[src/rtl/register_file.sv]
// RV32I integer register file: 32 x 32-bit, x0 hardwired to zero; two combinational reads, one write.
// Reads are combinational (0 cycles), writes land on the rising edge; no backpressure, no internal bypass.
module register_file #(
  parameter int DATA_WIDTH = 32,
  parameter int ADDR_WIDTH = 5
) (
  input  logic                  clock,
  input  logic                  reset,
  input  logic                  enable,
  input  logic [ADDR_WIDTH-1:0] rdAdrs,
  input  logic [DATA_WIDTH-1:0] rdData,
  input  logic [ADDR_WIDTH-1:0] rs1Adrs,
  input  logic [ADDR_WIDTH-1:0] rs2Adrs,
  output logic [DATA_WIDTH-1:0] rs1Data,
  output logic [DATA_WIDTH-1:0] rs2Data
);

  localparam int DEPTH = 2 ** ADDR_WIDTH;

  // Entry 0 is never written; reads of x0 are forced to zero below.
  logic [DATA_WIDTH-1:0] regs [0:DEPTH-1];

  always_ff @(posedge clock) begin
    if (reset) begin
      for (int i = 1; i < DEPTH; i++) begin
        regs[i] <= '0;
      end
    end else if (enable && (rdAdrs != '0)) begin
      regs[rdAdrs] <= rdData;
    end
  end

  always_comb begin
    rs1Data = '0;
    rs2Data = '0;
    if (rs1Adrs != '0) rs1Data = regs[rs1Adrs];
    if (rs2Adrs != '0) rs2Data = regs[rs2Adrs];
  end

endmodule

[config.mk]
export PLATFORM = sky130hd
export DESIGN_NAME = register_file
export DESIGN_NICKNAME = d
export VERILOG_FILES = /design/src/rtl/register_file.sv
export SDC_FILE = /design/constraint.sdc
export NUM_CORES = 2
export LEC_CHECK = 0
export ABC_AREA = 0
export BUFFER_PORTS_ARGS = -buffer_cell sky130_fd_sc_hd__buf_2
export CORE_UTILIZATION = 45
export DETAILED_ROUTE_END_ITERATION = 16
export PLACE_DENSITY_LB_ADDON = 0.25
export SYNTH_ARGS = -nofsm -noshare
export SYNTH_HDL_FRONTEND = slang
export SYNTH_SLANG_ARGS = --single-unit
[constraint.sdc]
create_clock -name clock -period 10.09 [get_ports clock]
set_input_delay 3.027 -clock clock [delete_from_list [all_inputs] [get_ports clock]]
set_output_delay 3.027 -clock clock [all_outputs]
set_load 0.005 [all_outputs]
After elaboration in Yosys (flattened, before gate mapping):

Memories as Yosys holds them, arrays and structs flattened.
Cells that the tools add are included.
W data, S select, Z words.

* input bits: 50
* memories kept: 1
* bits in registers: 0
* output and inout port bits: 64
* bits in writable memories: 1024
* word-level logic and storage cells: 16

* reductions and logical operators: 5
* multiplexer cells: 10

Memory list
* regs: depth 32, width 32, rd ports 2, clocked after memory_dff 0, wr ports 31, RTL line 21 `logic [DATA_WIDTH-1:0] regs [0:DEPTH-1];`

Operator list (count)
* $mux W32: 3
* $reduce_or A32 Y1: 1
* $reduce_bool A5 Y1: 3
* $mux W1: 6
* $mux W5: 1
* $logic_and A1 B1 Y1: 1

Logic depth before layout (Yosys ltp):

* depth in word-level cells: 7
* mapped depth: 9
* mapped depth without buffers: 4

Worst setup path after synthesis:

OpenSTA, ideal clock, no wires.

* path kind: input to output
* from: in rs2Adrs[2]
* to: out rs2Data[10]
* slack: 2.404 ns
* stages on the path: 7
* data required time: 7.063 ns
* arrival time: 4.659 ns
* path through: buf_2 -> buf_2 -> buf_1 -> mux4_2 -> mux4_2 -> o22ai_1 -> nor3_1

* longest elaborated chain between the ends: 2

Ends and longest elaborated chain
* start: declaration: RTL line 13 `input logic [ADDR_WIDTH-1:0] rs2Adrs,`
* $mem_v2 Z32 W32 / $reduce_bool A5 Y1 (equally long branches)
* $mux W32 *: RTL line 37 `if (rs2Adrs != '0) rs2Data = regs[rs2Adrs];`
* end: declaration: RTL line 15 `output logic [DATA_WIDTH-1:0] rs2Data`

Mark *: on every way between the ends. The rest lies on a longest branch, timed or not.

Final worst setup path:

* from: in rs1Adrs[1]
* to: out rs1Data[20]

* longest elaborated chain between the ends: 2

Ends and longest elaborated chain
* start: declaration: RTL line 12 `input logic [ADDR_WIDTH-1:0] rs1Adrs,`
* $mem_v2 Z32 W32 / $reduce_bool A5 Y1 (equally long branches)
* $mux W32 *: RTL line 36 `if (rs1Adrs != '0) rs1Data = regs[rs1Adrs];`
* end: declaration: RTL line 14 `output logic [DATA_WIDTH-1:0] rs1Data,`

Marks and branches as above.

==> results by group <==
Status
  • Status: finished, final reports clean

Detailed routing
  • Pre-antenna DRT Iters: 6
  • Final wirelength: 173 mm
  • Vias/cell: 6.43
  • Residual DRC: 0
  • Post-DRT Antenna Nets: 0
  • Number of DRC markers in iteration 0: 4567
  • DR WL/cell: around 33 um
  • Vias: roughly 33000

Setup path
  • Worst-path fanout max: 30
  • CP cell instances: buf_4 > buf_4 > mux4_2 > a2111oi_1 > nor3_1 > buf_2
  • Crit path top cell by count: buf_4
  • Highest-delay cell along the critical path: a2111oi_1
  • Crit path kind: in2out
  • Crit path required time: approximately 7100 ps
  • CP delay by family, top: buffers and inverters
  • CP Data Arrival Time: 6070 ps
  • Crit path capture type: output pin
  • Worst path bufs/invs: 3
  • Worst setup SP type: input pin
  • CP peak stage delay: ~1100 ps

Synthesis
  • Largest area contributor in the netlist: edfxtp_1
  • Mapped cell area: 54200 um^2
  • Count leader, synth: edfxtp_1
  • Top cells by area, synth: edfxtp_1 57%, mux4_2 20%, and2_1 11%
  • Netlist cell types: 43
  • Syn Inst Count: 3500
  • Number of synthesized flops with an enable pin: a little over 1000
  • Yosys top cell area share: between 50% and 60%
  • Mapped Avg Cell Area: between 15 and 20 um^2
  • Number of synthesis warnings: 0
  • Synth Flop Type: edfxtp_1
  • Sequential share of the synthesized area: 56.7%
  • Commonest cells in the netlist: 1024 x edfxtp_1, 995 x and2_1, 472 x mux4_2
  • Ys async rst share: 0%
  • Synthesis-stage register bit count: between 1000 and 1500

Power and ir drop
  • Power, Total: slightly above 10 mW
  • Pwr dens: ~170 nW/um^2
  • P_leak: 20.5 nW
  • VDD IR max: approximately 0.00016 V

Clocking
  • Clock transition at the registers of the reported paths: roughly 60 ps
  • Setup Buffers After CTS: 0
  • PostCTS Resize Cnt: 0
  • # hold bufs at CTS: 0
  • Number of H-tree levels: 3
  • Clk sinks: ~1000
  • TritonCTS clock tree: built
  • Clk buf depth: 3
  • CTS Buf Count: 108
  • Root Buffer: clkbuf_16

Placement
  • Post-DP HPWL: ~100 mm
  • DP Cell Count: ~5000
  • Port Buffers: around 110
  • GPL Wtd Cong: around 0.87

Cells and area
  • Final #Nets: 3551
  • Area Overhead vs Synth: 10.4%
  • Top reg by flops: regs
  • Max FFs per register: around 1000
  • Regs by FF count: regs: 1024 flops
  • Fraction of layout cells with a size suffix above 1: between 20% and 30%
  • Fillcell total: approximately 9800
  • Finished Layout Cells: about 5200

Global route
  • Vias in the first global route: approximately 33000
  • GRT Overall Usage: about 28%
  • Largest net degree at the start of global routing: between 100 and 150
  • First-pass GRT wire length: about 240 mm
  • GRT overflow: 0
  • Antenna violations before repair: 17

Timing
  • Slew margin rel.: roughly a fifth
  • Final Cycle Share: around 90%
  • Count of pins over their slew limit: 0
  • Worst Tran Pin Value: approximately 1200 ps
  • Final setup fails: 0
  • TNS Setup: 0 ps
  • Min Tclk post-route: between 9000 and 10000 ps
  • Fmax: between 100 and 150 MHz
  • RSZ-0062 raised after global routing: false
  • Hold Vio Cnt, Final: 0

Min path
  • WHS Path Cells: 1
  • HP Class: in2reg
  • Hold Path Sink: regs[0][5]
  • Hold_sp: rdData[5]

Floorplanning
  • Die area: between 100000 and 150000 um^2
  • Die X: approximately 350 um
  • I/O Pins: around 110
  • Core area: approximately 120000 um^2
  • Row count: approximately 130
  • Initial Utilization: between 40% and 50%
  • Chip Height: ~350 um

Run
  • Maxcap violations: 0
## power breakdown
part / switching [mW] / total (mW) / internal, mW
clock: 1.72 / 3.88 / 2.16
sequential: 0.123 / 5.04 / 4.92
combinational: 0.688 / 1.19 / 0.505
## placed cells by master, fill, tap and decap left out, types with 8 or more instances in the layout
master,n
clkinv_2,23
or2_2,33
a22o_1,51
buf_4,118
a2111oi_1,41
conb_1,32
buf_12,14
buf_2,107
nor2_2,15
edfxtp_1,1024
nand2_1,8
mux2i_1,150
mux4_2,472
o22ai_1,103
a21oi_1,12
clkinv_1,29
clkbuf_16,109
nor2_4,17
clkbuf_1,24
a22oi_1,16
a2111oi_0,14
nor3_1,54
and2_1,994
mux2_2,30
nor2b_1,12
## how the worst max path moves through the flow
stage,startpoint,end,slack (ps),cells after the start
4_1_cts,rs1Adrs[1],rs1Data[5],1160,6
3_3_place_gp,rs1Adrs[1],rs1Data[5],1110,6
5_1_grt,rs1Adrs[1],rs1Data[15],970,6
2_1_floorplan,rs2Adrs[2],rs2Data[10],2400,7
3_5_place_dp,rs1Adrs[1],rs1Data[5],1160,6
6_report,rs1Adrs[1],rs1Data[20],1000,6
## final cells by class
class	count	area [um^2]	area share, %
Clock buffer	133	2820	4.71
Sequential cell	1024	30700	51.4
Multi-Input combinational cell	2121	22000	36.7
Inverter	2	7.51	0.0125
Tap cell	1600	2000	3.34
Clock inverter	68	522	0.871
Timing Repair Buffer	244	1770	2.96
Antenna cell	3	7.51	0.0125
## metal layers
layer,global-route usage (%),vias to the layer above,share of wire (%)
met4,11.0,16,4.2
met1,39.1,17505,40
li1,-,13563,-
met5,0,-,0.059
met2,43.9,1974,46
met3,6.21,351,10
## through the flow
stage | utilization [%] | worst slack, ps | cell area (um^2) | hold WS [ps]
2_1_floorplan | - | 2400 | 54300 | 3130
3_3_place_gp | 47.6 | 1110 | 56500 | 3530
3_5_place_dp | 47.6 | 1160 | 56500 | 3530
4_1_cts | 50.4 | 1160 | 59900 | 2760
5_1_grt | 50.4 | 975 | 59900 | 2790
6_report | 50.4 | 995 | 59900 | 2810
## logic make-up after synthesis
group	count (synthesis)	synth area share, %
mux	652	23.0
compound gates	259	3.65
simple gates	1178	13.3
buf+inv	386	3.31
flops	1024	56.7
other cells	1	0.00692
Power figures use the tool's default switching activity.
